[src/rtl/lsu_controller_if.sv]
// Memory-side bus of the load/store unit.
// master: LSU drives request/strobe/addr/data; slave: memory returns rd/ready.
interface lsu_controller_if;
  logic        mem_req_o;
  logic        mem_we_o;
  logic [3:0]  mem_be_o;
  logic [31:0] mem_addr_o;
  logic [31:0] mem_wd_o;
  logic [31:0] mem_rd_i;
  logic        mem_ready_i;

  modport master (
    output mem_req_o,
    output mem_we_o,
    output mem_be_o,
    output mem_addr_o,
    output mem_wd_o,
    input  mem_rd_i,
    input  mem_ready_i
  );

  modport slave (
    input  mem_req_o,
    input  mem_we_o,
    input  mem_be_o,
    input  mem_addr_o,
    input  mem_wd_o,
    output mem_rd_i,
    output mem_ready_i
  );
endinterface

[src/rtl/lsu_controller.sv]
// Two-state load/store controller: alignment check, byte lanes, load extend.
// Ports: clk_i/rst_ni, core_* request side, mem (lsu_controller_if.master).
module lsu_controller (
  input  logic             clk_i,
  input  logic             rst_ni,
  input  logic             core_req_i,
  input  logic             core_we_i,
  input  logic [2:0]       core_size_i,
  input  logic [31:0]      core_addr_i,
  input  logic [31:0]      core_wd_i,
  output logic [31:0]      core_rd_o,
  output logic             core_stall_o,
  output logic             lsu_err_o,
  lsu_controller_if.master mem
);
  localparam logic [2:0] LDST_H  = 3'd1;
  localparam logic [2:0] LDST_W  = 3'd2;
  localparam logic [2:0] LDST_HU = 3'd5;

  typedef enum logic {
    S_IDLE,
    S_WAIT
  } state_t;

  state_t     state_q;
  logic [2:0] size_q;
  logic [1:0] off_q;

  logic busy;
  logic bad;
  logic issue;
  logic is_b;
  logic is_h;

  assign busy = (state_q == S_WAIT);
  assign is_b = (core_size_i[1:0] == 2'd0);
  assign is_h = (core_size_i[1:0] == 2'd1);

  always_comb begin
    bad = 1'b0;
    if (core_size_i == 3'd3 || core_size_i[2:1] == 2'b11)
      bad = 1'b1;
    if ((core_size_i == LDST_H || core_size_i == LDST_HU)
        && core_addr_i[0])
      bad = 1'b1;
    if (core_size_i == LDST_W && core_addr_i[1:0] != 2'b00)
      bad = 1'b1;
  end

  // rst_ni gates the combinational outputs so nothing leaks while in reset
  assign lsu_err_o = rst_ni & ~busy & core_req_i & bad;
  assign issue     = rst_ni & ~busy & core_req_i & ~bad;

  assign mem.mem_req_o  = issue | (rst_ni & busy);
  assign mem.mem_we_o   = mem.mem_req_o & core_we_i;
  assign mem.mem_addr_o = {core_addr_i[31:2], 2'b00};

  assign core_stall_o = rst_ni & core_req_i
                      & ~(busy & mem.mem_ready_i)
                      & ~lsu_err_o;

  always_comb begin
    mem.mem_be_o = 4'b0000;
    if (rst_ni) begin
      mem.mem_be_o = 4'b1111;
      if (core_we_i) begin
        unique case (1'b1)
          is_b:    mem.mem_be_o = 4'b0001 << core_addr_i[1:0];
          is_h:    mem.mem_be_o = core_addr_i[1] ? 4'b1100
                                                 : 4'b0011;
          default: mem.mem_be_o = 4'b1111;
        endcase
      end
    end
  end

  always_comb begin
    unique case (1'b1)
      is_b:    mem.mem_wd_o = {4{core_wd_i[7:0]}};
      is_h:    mem.mem_wd_o = {2{core_wd_i[15:0]}};
      default: mem.mem_wd_o = core_wd_i;
    endcase
  end

  logic [7:0]  rd_b;
  logic [15:0] rd_h;
  logic        sx;

  assign rd_h = off_q[1] ? mem.mem_rd_i[31:16] : mem.mem_rd_i[15:0];
  assign sx   = ~size_q[2];

  always_comb begin
    unique case (off_q)
      2'd0:    rd_b = mem.mem_rd_i[7:0];
      2'd1:    rd_b = mem.mem_rd_i[15:8];
      2'd2:    rd_b = mem.mem_rd_i[23:16];
      default: rd_b = mem.mem_rd_i[31:24];
    endcase
  end

  always_comb begin
    unique case (size_q[1:0])
      2'd0:    core_rd_o = {{24{sx & rd_b[7]}}, rd_b};
      2'd1:    core_rd_o = {{16{sx & rd_h[15]}}, rd_h};
      default: core_rd_o = mem.mem_rd_i;
    endcase
  end

  always_ff @(posedge clk_i or negedge rst_ni) begin
    if (!rst_ni) begin
      state_q <= S_IDLE;
      size_q  <= 3'd0;
      off_q   <= 2'd0;
    end else begin
      unique case (state_q)
        S_IDLE: begin
          if (issue) begin
            state_q <= S_WAIT;
            size_q  <= core_size_i;
            off_q   <= core_addr_i[1:0];
          end
        end
        default: begin
          if (mem.mem_ready_i)
            state_q <= S_IDLE;
        end
      endcase
    end
  end
endmodule

[src/flat_wrapper.sv]
// flat-port wrapper written by rule: the top's interface ports become plain ports
module lsu_controller_flat 
  (clk_i, rst_ni, core_req_i, core_we_i, core_size_i, core_addr_i, core_wd_i, core_rd_o, core_stall_o, lsu_err_o, mem_mem_req_o, mem_mem_we_o, mem_mem_be_o, mem_mem_addr_o, mem_mem_wd_o, mem_mem_rd_i, mem_mem_ready_i);
  lsu_controller_if mem_i ();
  input  logic clk_i;
  input  logic rst_ni;
  input  logic core_req_i;
  input  logic core_we_i;
  input  logic [2:0] core_size_i;
  input  logic [31:0] core_addr_i;
  input  logic [31:0] core_wd_i;
  output logic [31:0] core_rd_o;
  output logic core_stall_o;
  output logic lsu_err_o;
  output wire logic [$bits(mem_i.mem_req_o)-1:0] mem_mem_req_o;
  output wire logic [$bits(mem_i.mem_we_o)-1:0] mem_mem_we_o;
  output wire logic [$bits(mem_i.mem_be_o)-1:0] mem_mem_be_o;
  output wire logic [$bits(mem_i.mem_addr_o)-1:0] mem_mem_addr_o;
  output wire logic [$bits(mem_i.mem_wd_o)-1:0] mem_mem_wd_o;
  input wire logic [$bits(mem_i.mem_rd_i)-1:0] mem_mem_rd_i;
  input wire logic [$bits(mem_i.mem_ready_i)-1:0] mem_mem_ready_i;
  assign mem_mem_req_o = mem_i.mem_req_o;
  assign mem_mem_we_o = mem_i.mem_we_o;
  assign mem_mem_be_o = mem_i.mem_be_o;
  assign mem_mem_addr_o = mem_i.mem_addr_o;
  assign mem_mem_wd_o = mem_i.mem_wd_o;
  assign mem_i.mem_rd_i = mem_mem_rd_i;
  assign mem_i.mem_ready_i = mem_mem_ready_i;
  lsu_controller u_core (.clk_i(clk_i), .rst_ni(rst_ni), .core_req_i(core_req_i), .core_we_i(core_we_i), .core_size_i(core_size_i), .core_addr_i(core_addr_i), .core_wd_i(core_wd_i), .core_rd_o(core_rd_o), .core_stall_o(core_stall_o), .lsu_err_o(lsu_err_o), .mem(mem_i));
endmodule
[config.mk]
export PLATFORM = sky130hd
export DESIGN_NAME = lsu_controller_flat
export DESIGN_NICKNAME = d
export VERILOG_FILES = /design/src/rtl/lsu_controller_if.sv /design/src/rtl/lsu_controller.sv /design/src/flat_wrapper.sv
export SDC_FILE = /design/constraint.sdc
export NUM_CORES = 1
export LEC_CHECK = 0
export BUFFER_PORTS_ARGS = -buffer_cell sky130_fd_sc_hd__buf_2
export CORE_AREA = 3 3 78 80
export CTS_CLUSTER_DIAMETER = 200
export DETAILED_ROUTE_END_ITERATION = 8
export DIE_AREA = 0 0 81 83
export PLACE_DENSITY = 0.76
export SETUP_SLACK_MARGIN = 0.2
export SLEW_MARGIN = 25
export SYNTH_ARGS = -nofsm -noshare
export SYNTH_HDL_FRONTEND = slang
export SYNTH_SLANG_ARGS = --single-unit
[constraint.sdc]
create_clock -name clk_i -period 2.33 [get_ports clk_i]
set_input_delay 0.466 -clock clk_i [delete_from_list [all_inputs] [get_ports clk_i]]
set_output_delay 0.466 -clock clk_i [all_outputs]
set_load 0.02 [all_outputs]
Yosys cells after proc, flatten, opt, wreduce, memory -nomap -nowiden
Index checks and enable logic that the tools add are counted.
Widths: inputs -> output; s select.
{ "classes": {"mux": 14, "bitwise": 18, "n_eq_ne": 9, "shifts": 1, "reduce_logical": 9} }
{ "op_table": {"columns": ["op", "count"], "rows": [
  ["$pmux 32 s2", 2],
  ["$pmux 8 s3", 1],
  ["$mux 16", 1],
  ["$and 1x1->1", 12],
  ["$mux 4", 3],
  ["$pmux 4 s2", 1],
  ["$eq 2x1->1 const B", 3],
  ["$eq 3x2->1 const B", 2],
  ["$logic_not 2->1", 3],
  ["$mux 1", 6],
  ["$not 1->1", 5],
  ["$eq 2x2->1 const B", 2],
  ["$shl 1x2->4 const A", 1],
  ["$eq 3x1->1 const B", 1],
  ["$eq 3x3->1 const B", 1],
  ["$logic_and 1x1->1", 2],
  ["$logic_or 1x1->1", 2],
  ["$reduce_and 2->1", 1],
  ["$reduce_bool 2->1", 1],
  ["$or 1x1->1", 1]
]} }
{ "totals": {"in_bits": 104, "regBits": 6, "elab_cells": 54} }

Longest topological paths before layout
Gate-level depths: netlist of the first run.
{ "depth": {"word_depth": 9, "ltp_mapped": 6, "depth_no_buf": 4} }

Least setup slack after synthesis of the first run
Ideal clock, no wire load.
{ "synth_timing": {"path_type": "input to output", "startpoint": "in core_size_i[0]", "endpoint": "out mem_mem_we_o", "required_ps": 1864, "setup_slack_ps": -88, "arrival_ps": 1952, "cell_stages": 6, "cell_sequence": "buf_6 > or4_1 > a211o_1 > buf_6 > nand2_1 > and2_1"} }
{ "synth_via": {"elab_chain_cells": 9} }
{ "synth_lines": {"columns": ["element", "line_no", "rtl"], "rows": [
  ["start, declared", "flat_wrapper.sv:9", "input logic [2:0] core_size_i;"],
  ["$eq 3x2->1 (tied with other cells)", "lsu_controller.sv:41", "if (core_size_i == 3'd3 || core_size_i[2:1] == 2'b11)"],
  ["$logic_or 1x1->1, on equally long branches", "lsu_controller.sv:41, lsu_controller.sv:43", null],
  ["$mux 1 or $logic_and 1x1->1 (tied branches)", "lsu_controller.sv:41, lsu_controller.sv:44", null],
  ["$mux 1", "lsu_controller.sv:43", "if ((core_size_i == LDST_H || core_size_i == LDST_HU)"],
  ["$mux 1 (*)", "lsu_controller.sv:46", "if (core_size_i == LDST_W && core_addr_i[1:0] != 2'b00)"],
  ["$not 1->1 (*)", "lsu_controller.sv:52", "assign issue = rst_ni & ~busy & core_req_i & ~bad;"],
  ["$and 1x1->1 (*)", "lsu_controller.sv:52", null],
  ["$or 1x1->1 (*)", "lsu_controller.sv:54", "assign mem.mem_req_o = issue | (rst_ni & busy);"],
  ["named net mem_mem_req_o", "flat_wrapper.sv:15", "output wire logic [$bits(mem_i.mem_req_o)-1:0] mem_mem_req_o;"],
  ["$and 1x1->1 (*)", "lsu_controller.sv:55", "assign mem.mem_we_o = mem.mem_req_o & core_we_i;"],
  ["end, declared", "flat_wrapper.sv:16", "output wire logic [$bits(mem_i.mem_we_o)-1:0] mem_mem_we_o;"]
]} }
Mark *: on every way through the listed nets, which the timed path passes. The rest lies on a longest branch.

Worst setup path after layout of the first run
{ "layout_timing": {"startpoint": "reg u_core.off_q[0]", "endpoint": "out core_rd_o[7]"} }
{ "layout_via": {"elab_chain_cells": 3} }
{ "layout_lines": {"columns": ["element", "line_no", "rtl"], "rows": [
  ["start, declared", "lsu_controller.sv:27", "logic [1:0] off_q;"],
  ["start signal, assigned", "lsu_controller.sv:120", "off_q <= core_addr_i[1:0];"],
  ["$eq 2x2->1 (tied with other cells)", "lsu_controller.sv:93", "unique case (off_q)"],
  ["$pmux 8 s3 (*)", "lsu_controller.sv:93", null],
  ["$pmux 32 s2 (*)", "lsu_controller.sv:102", "unique case (size_q[1:0])"],
  ["end, declared", "flat_wrapper.sv:12", "output logic [31:0] core_rd_o;"]
]} }
Every way passes the cells marked *; elsewhere a longest branch is shown, timed or not.

==> summary.txt, run 1 <==
Final layout
  • Commonest non-fill, non-tap cell in the layout: buf_2
  • Nets: 449
  • Layout cells sized above 1: 67.3%
  • Seq. cell area: 151 um^2
  • Ant. Diodes: 0
  • Commonest non-fill, non-tap cells in the layout: buf_2, nand2_1, buf_6
  • Area growth, synth to finish: 60.3%
  • Multi-input logic area: 1250 um^2
  • Filler cells: 540

Critical path
  • Worst-path cell chain: mux2i_4, o22ai_4, buf_4, buf_4, a221o_1, buf_6
  • Worst Path Buf+Inv: 3
  • Most used cell, CP: buf_4
  • Critical path's top delay family: flip-flops
  • Worst r2r src: u_core.busy
  • CP required: 1.86 ns
  • Worst Setup End Kind: primary output
  • WS Path Type: reg -> out
  • Worst R2R Setup Slack: 1.00 ns
  • Worst path max stage delay: 0.45 ns
  • Worst-case reg-to-reg path depth: 3
  • Crit Path Max Fanout: 4
  • Critical Path Source: u_core.off_q[0]
  • Data arrival, critical path: 1.77 ns
  • Startpoint Class: flop
  • FF-to-FF End: u_core.size_q[0]
  • Slowest CP cell: dfrtp_2

Logic synthesis
  • Area contributors post-synth: buf_4, mux2_2, nand2_1
  • Sequential element share of the synthesized area: 9.37%
  • Synth Area per Inst: 6.94 um^2
  • Yosys top cell area share: 18.7%
  • Post-synth ARST share: 100%
  • Dominant cell type by area after synthesis: buf_4
  • Yosys reg bits: 6
  • Synth Flop Type: dfrtp_1
  • Synth Instances: 231
  • Number of synthesized flops with an enable pin: 0
  • Synth unique cells: 30
  • Post-Syn Area: 1600 um^2
  • Yosys warning count: 0

Floorplan
  • Die outline width: 81 um
  • Initial Util: 29.3%
  • Num rows: 27
  • Core Box Area: 5470 um^2
  • Io pins: 208
  • Die Height: 83 um
  • Die area: 6720 um^2

STA
  • Final setup viols: 0
  • Final period util: 95.8%
  • Final WS setup: 0.0984 ns
  • Final Critical Period: 2.23 ns
  • Max-slew violations: 0
  • Fin Clk Skew: 0.00604 ns
  • Final TNS setup: 0 ns
  • Final hold violations: 0
  • RSZ-0062 raised after global routing: true
  • Fmax: 448 MHz
  • Hold slack final: 0.0866 ns

Placed design
  • Place WS: 0.0451 ns
  • Final HPWL DP: 4430 um
  • I/O Buffers: 145
  • Routability Congestion: 0.928

Clock tree
  • CTS tree: yes
  • Root buffer cell: clkbuf_8
  • Sink Count: 6
  • Post-cts hold buffer count: 0
  • Clk buf depth: 2
  • Worst-Skew Late Latency: 0.22 ns
  • Clock slew at reported path FFs: 0.04 ns
  • # H-tree levels: 1
  • Num CTS Buffers: 3

Pwr
  • Power density over the cells: 716 nW/um^2
  • Max VDD drop: 0.387 mV
  • Leakage: 1.37 nW

Detailed routing
  • 1st-iter DRT viols: 107
  • Final wirelength: 6120 um
  • Vias/cell: 4.98
  • Residual DRC: 0
  • Vias: 2067
  • Number of routed nets with antenna violations: 0
  • WL/cell: 14.7 um
  • Drt pass-1 iters: 4

GRT
  • First-pass GRT wire length: 9430 um
  • GRT Util Overall: 16.7%
  • Vias in the first global route: 2031
  • Largest net degree at the start of global routing: 39
  • Grt ovf: 0
  • Initial antenna violation count: 0

Status
  • Outcome: finished clean

Run
  • MaxCap Viol Count: 0

Hold path
  • Worst hold path type: in -> async
==> cells by family after synthesis <==
| family | share of synthesized area, % |
|---|---|
| muxes | 26.8 |
| and+or+nand+nor | 21.1 |
| buffers and inverters | 23.7 |
| AOI/OAI and AO/OA | 18.9 |
| DFF | 9.37 |
| other | 0.234 |
==> cells in the mapped netlist (2+ instances only) <==
cell      instances
a21boi_0          2
dfrtp_1           6
buf_4            40
a21o_1            2
a21oi_1          11
a22oi_1           9
nor2b_1           7
mux2_4            4
nand2_1          56
nor3b_1           2
buf_6             2
nor2_1            6
and2_1            3
clkbuf_1         11
inv_1             3
o21ai_0          21
mux2i_1          11
mux2_2           23
==> report_power, final <==
part / switching (W) / total (W) / internal (W)
Sequential: 0.0000351 / 0.000165 / 0.000130
Clock: 0.0000437 / 0.000155 / 0.000111
Combinational: 0.000829 / 0.00152 / 0.000691
Total: 0.000907 / 0.00184 / 0.000932
==> state kept, by name, summed over array words and instances, names as in the netlist <==
signal	count
u_core.off_q	2
u_core.busy	1
u_core.size_q	3
==> metal layers <==
metal | vias up | GRT usage [%] | part of all wire, %
met5 | - | 0 | 0
met4 | 0 | 4.30 | 1.8
li1 | 975 | - | -
met1 | 956 | 18.8 | 36
met3 | 16 | 4.12 | 8.3
met2 | 120 | 30.5 | 54
==> repair_timing <==
| item | in CTS | in global routing |
|---|---|---|
| gates cloned | 1 | 0 |
| gates resized for setup | 78 | 19 |
| pin swaps | 8 | 2 |
| buffers inserted | 5 | 0 |
| endpoints found under the setup margin | 34 | 34 |
==> metrics by stage <==
step                instances  utilization (%)  cell area (um^2)  power, W
global placement          406             39.3              2150   0.00129
floorplan                 232                -              1620  0.000996
CTS                       415             45.5              2490   0.00174
global route              415             46.9              2570   0.00195
finish                    415             46.9              2570   0.00184
detailed placement        406             39.3              2150   0.00130
==> how the worst max path moves through the flow <==
stage	to	cells past startpoint
finish	core_rd_o[7]	6
global route	core_rd_o[7]	6
CTS	core_rd_o[11]	5
detailed placement	mem_mem_we_o	6
global placement	mem_mem_we_o	6
floorplan	mem_mem_we_o	6
==> cell type report <==
type                    instances  area share, %
flip-flops and latches          6           5.89
clock buffers                   3           1.61
repair buffers                162           39.7
multi-input cells             169           48.9
inverters                       3          0.438
well taps                      72           3.51
Note: power is estimated with default switching activity, not from simulation.
==> inputs of run 2 (changes only) <==
- clock period: 2.33 -> 2.64 ns (I/O delays scaled with it)
==> run 2 against run 1 <==
Compared with the run above: die area is the same; power shrank 28%; flip-flop and latch count is the same; critical endpoint is now mem_mem_we_o; largest cell class unchanged.
==> summary.txt, run 2 (same netlist as run 1, synthesis figures left out) <==
Detailed routing
  • Number of routed nets with antenna violations: 0
  • Final wirelength: 5430 um
  • Vias: 1972
  • Drt pass-1 iters: 4
  • Residual DRC: 0
  • WL/cell: 13.3 um
  • 1st-iter DRT viols: 73
  • Vias/cell: 4.82

Floorplan
  • Die outline width: 81 um
  • Initial Util: 29.3%
  • Io pins: 208
  • Die Height: 83 um
  • Core Box Area: 5470 um^2
  • Num rows: 27
  • Die area: 6720 um^2

STA
  • Max-slew violations: 0
  • Fin Clk Skew: 0.000789 ns
  • Final Critical Period: 2.38 ns
  • RSZ-0062 raised after global routing: true
  • Slew @ Worst Pin: 0.537 ns
  • Final period util: 90.2%
  • Final WS setup: 0.260 ns
  • Final setup viols: 0
  • Final hold violations: 0
  • Fmax: 420 MHz
  • Rel. slew slack: 64.1%

Final layout
  • Fin cells: 409
  • Util after Layout: 40.9%
  • Area growth, synth to finish: 39.6%
  • Nets: 443
  • Commonest non-fill, non-tap cells in the layout: buf_2, nand2_1, mux2_2
  • Ant. Diodes: 0
  • Layout cells sized above 1: 57.9%
  • Biggest register: u_core.size_q
  • Filler cells: 587
  • Largest register FFs: 3
  • Commonest non-fill, non-tap cell in the layout: buf_2

Clock tree
  • Post-cts hold buffer count: 0
  • # H-tree levels: 1
  • Root buffer cell: clkbuf_8
  • Clock slew at reported path FFs: 0.04 ns
  • Sink Count: 6
  • Num CTS Buffers: 3
  • Worst-Skew Late Latency: 0.22 ns
  • Clk buf depth: 2
  • CTS tree: yes

Placed design
  • Dpl cells: 403
  • Routability Congestion: 0.836
  • Place WS: -0.0406 ns
  • I/O Buffers: 145
  • Final HPWL DP: 4410 um

Run
  • MaxCap Viol Count: 0

Critical path
  • Startpoint Class: input port
  • Worst Setup End Kind: primary output
  • Most used cell, CP: buf_2
  • CP required: 2.11 ns
  • Slowest CP cell: or4_1
  • Data arrival, critical path: 1.85 ns
  • WS Path Type: in -> out
  • Worst-path cell chain: buf_2, or4_1, a211o_1, nand2_2, and2_2, buf_2
  • Worst path max stage delay: 0.53 ns
  • Crit Path Max Fanout: 6

Pwr
  • Power density over the cells: 595 nW/um^2
  • Final Power: 0.00133 W
  • Leakage: 1.29 nW
  • Max VDD drop: 0.282 mV

GRT
  • Vias in the first global route: 1850
  • GRT Util Overall: 14.9%
  • Grt ovf: 0
  • Largest net degree at the start of global routing: 28
  • Initial antenna violation count: 0
  • First-pass GRT wire length: 8380 um

Hold path
  • Worst hold path type: in -> async

Status
  • Outcome: finished clean
## run 2: metrics by stage
| stage | area [um^2] | TNS [ns] | hold slack [ns] |
|---|---|---|---|
| after floorplan | 1610 | 0 | 0.232 |
| after global placement | 2120 | 0 | 0.393 |
| after detailed placement | 2120 | -0.0706 | 0.400 |
| after CTS | 2210 | 0 | 0.164 |
| after global routing | 2240 | 0 | 0.169 |
| final | 2240 | 0 | 0.162 |
## run 2: area by class of cell
class,count,area (um^2),area share [%]
clock buffers,3,41.3,1.85
well taps,72,90.1,4.03
flip-flops and latches,6,153,6.82
multi-input cells,169,1120,49.9
inverters,3,11.3,0.503
repair buffers,156,826,36.9
## run 2: metal layers
| metal | routed length, um | GRT usage [%] |
|---|---|---|
| met5 | 0 | 0 |
| met4 | 112 | 5.07 |
| met1 | 1910 | 15.5 |
| met3 | 490 | 2.17 |
| met2 | 2910 | 29.3 |
## run 2: path summary, 6_finish.rpt
kind	cells past startpoint	endpoint	slack (ns)	start
worst min register to register	1	u_core.size_q[2]	0.53	u_core.size_q[2]
worst min-delay path	1	u_core.size_q[1]	0.16	rst_ni
min in group clk_i	2	u_core.busy	0.50	mem_mem_ready_i
worst max register to register	3	u_core.size_q[0]	1.36	u_core.busy
worst max-delay path	6	mem_mem_we_o	0.26	core_addr_i[1]
max in group asynchronous	1	u_core.size_q[0]	2.27	rst_ni
## run 2: worst max-delay path: cells and delay by family
kind	cells	cell delay, ns
and+or+nand+nor	3	0.74
AOI/OAI and AO/OA	1	0.30
buffers and inverters	2	0.28
## run 2: power breakdown
| part | switching [W] | total, W | internal (W) |
|---|---|---|---|
| logic | 0.000628 | 0.00105 | 0.000419 |
| registers | 0.0000286 | 0.000144 | 0.000115 |
| clock network | 0.0000413 | 0.000139 | 0.0000981 |
| total | 0.000698 | 0.00133 | 0.000633 |
## run 2: timing repair
item                                    4_1_cts  5_1_grt
endpoints found under the setup margin       26       21
buffers inserted                              2        1
cloned                                        0        0
pin swaps                                     1        2
resized for setup                             8        3
==> inputs of run 3 (changes only) <==
- PLACE_DENSITY: 0.76 -> default
- PLACE_DENSITY_LB_ADDON: default -> 0.1
==> run 3 against run 2 <==
Compared with the run above: flip-flop and latch count unchanged; final cell count increased by 0.24%; die area unchanged; critical path depth unchanged; first-iteration DRC count increased by 26%; global-route usage increased by 0.35 points; sequential share of layout area decreased by 0.12 points; critical path type is now reg -> out; highest routed layer unchanged.
==> summary.txt, run 3 (same netlist as run 1, synthesis figures left out) <==
Status
  • Outcome: finished clean

Floorplan
  • Die outline width: 81 um
  • Core Box Area: 5470 um^2
  • Initial Util: 29.3%
  • Io pins: 208
  • Die Height: 83 um
  • Die area: 6720 um^2
  • Num rows: 27

Detailed routing
  • Vias: 1912
  • Drt pass-1 iters: 6
  • 1st-iter DRT viols: 92
  • Final wirelength: 5520 um
  • Residual DRC: 0
  • Vias/cell: 4.66
  • WL/cell: 13.5 um
  • Number of routed nets with antenna violations: 0

Pwr
  • Psw: 0.000707 W
  • Reg power frac: 10.6%
  • Int Power: 0.000646 W
  • Sw Ratio: 52.3%
  • Clock power frac: 10.0%
  • Leakage: 1.30 nW
  • Logic pwr share: 79.4%
  • Final Power: 0.00135 W
  • Power density over the cells: 595 nW/um^2
  • Max VDD drop: 0.240 mV

STA
  • Fin Clk Skew: 0.00244 ns
  • Final Critical Period: 2.39 ns
  • Rel. slew slack: 66.4%
  • Fmax: 418 MHz
  • Final hold violations: 0
  • RSZ-0062 raised after global routing: true
  • Hold slack final: 0.160 ns
  • Final setup viols: 0
  • Final TNS setup: 0 ns
  • Max-slew violations: 0
  • Final period util: 90.6%
  • Slew @ Worst Pin: 0.503 ns

Critical path
  • Crit path depth: 6
  • Crit Path Max Fanout: 8
  • WS Path Type: reg -> out
  • FF-to-FF End: u_core.size_q[0]
  • Slowest CP cell: dfrtp_2
  • CP required: 2.11 ns
  • Worst r2r src: u_core.busy
  • Startpoint Class: flop
  • Worst Path Buf+Inv: 2
  • Worst R2R Setup Slack: 1.25 ns
  • Worst path max stage delay: 0.43 ns
  • Critical Path Source: u_core.off_q[1]
  • Worst-case reg-to-reg path depth: 4
  • Worst-path cell chain: or3_4, o22ai_4, buf_4, nand2_4, a21oi_2, buf_2
  • Critical path's top delay family: simple AND/OR/NAND/NOR gates
  • Data arrival, critical path: 1.86 ns
  • Critical Path End: core_rd_o[10]
  • Worst Setup End Kind: primary output

GRT
  • Vias in the first global route: 1817
  • First-pass GRT wire length: 8510 um
  • Grt ovf: 0
  • Largest net degree at the start of global routing: 30
  • Initial antenna violation count: 0
  • GRT Util Overall: 15.3%

Final layout
  • Area growth, synth to finish: 42.0%
  • Filler cells: 622
  • Layout cells sized above 1: 60.7%
  • Ant. Diodes: 0
  • Commonest non-fill, non-tap cell in the layout: buf_2
  • Biggest register: u_core.size_q
  • Nets: 444
  • Util after Layout: 41.6%
  • Largest register FFs: 3
  • Commonest non-fill, non-tap cells in the layout: buf_2, nand2_1, mux2_2

Clock tree
  • Sink Count: 6
  • Post-cts hold buffer count: 0
  • Num CTS Buffers: 3
  • Root buffer cell: clkbuf_8
  • Worst-Skew Late Latency: 0.22 ns
  • Clock slew at reported path FFs: 0.04 ns
  • # H-tree levels: 1
  • Clk buf depth: 2
  • CTS tree: yes

Hold path
  • Worst hold path type: in -> async

Placed design
  • I/O Buffers: 145
  • Routability Congestion: 0.801
  • Final HPWL DP: 4540 um

Run
  • MaxCap Viol Count: 0
[run 3: per-layer routing]
layer / global-route usage [%] / vias up / routed length (um)
met4: 4.45 / 0 / 52
met3: 1.41 / 10 / 364
met2: 28.0 / 81 / 2970
met5: 0 / - / 0
li1: - / 970 / -
met1: 18.3 / 851 / 2130
[run 3: timing repair]
item                                    in CTS  in global routing
buffers inserted                             0                  1
resized for setup                            4                 20
endpoints found under the setup margin      24                 32
pin swaps                                    0                  2
[run 3: metrics by stage]
| stage | std cells | setup slack, ns | area (um^2) |
|---|---|---|---|
| after CTS | 409 | 0.201 | 2200 |
| final | 410 | 0.248 | 2280 |
| after detailed placement | 406 | 0.0681 | 2140 |
| after floorplan | 232 | 0.204 | 1610 |
| after global routing | 410 | 0.160 | 2280 |
| after global placement | 406 | 0.0903 | 2140 |
[run 3: worst min path at each step]
stage,startpoint,endpoint,slack (ns),depth (start not counted)
finish,rst_ni,u_core.busy,0.16,1
global route,rst_ni,u_core.busy,0.17,1
CTS,rst_ni,u_core.busy,0.16,1
detailed placement,rst_ni,u_core.busy,0.40,1
global placement,rst_ni,u_core.busy,0.40,1
floorplan,rst_ni,u_core.busy,0.23,0
[run 3: area by class of cell]
class | count | area (um^2) | share of cell area (%)
multi-input combinational | 169 | 1150 | 50.6
tap | 72 | 90.1 | 3.96
sequential | 6 | 153 | 6.71
inverter | 3 | 11.3 | 0.495
clock buffer | 3 | 41.3 | 1.81
timing repair buffer | 157 | 828 | 36.4
[run 3: power by group through the flow]
stage / registers, W / logic, W / clock network, W
floorplan: 0.000131 / 0.000740 / 0
global placement: 0.000141 / 0.00101 / 0
detailed placement: 0.000141 / 0.00101 / 0
CTS: 0.000140 / 0.00102 / 0.000139
global route: 0.000148 / 0.00117 / 0.000147
finish: 0.000143 / 0.00108 / 0.000135
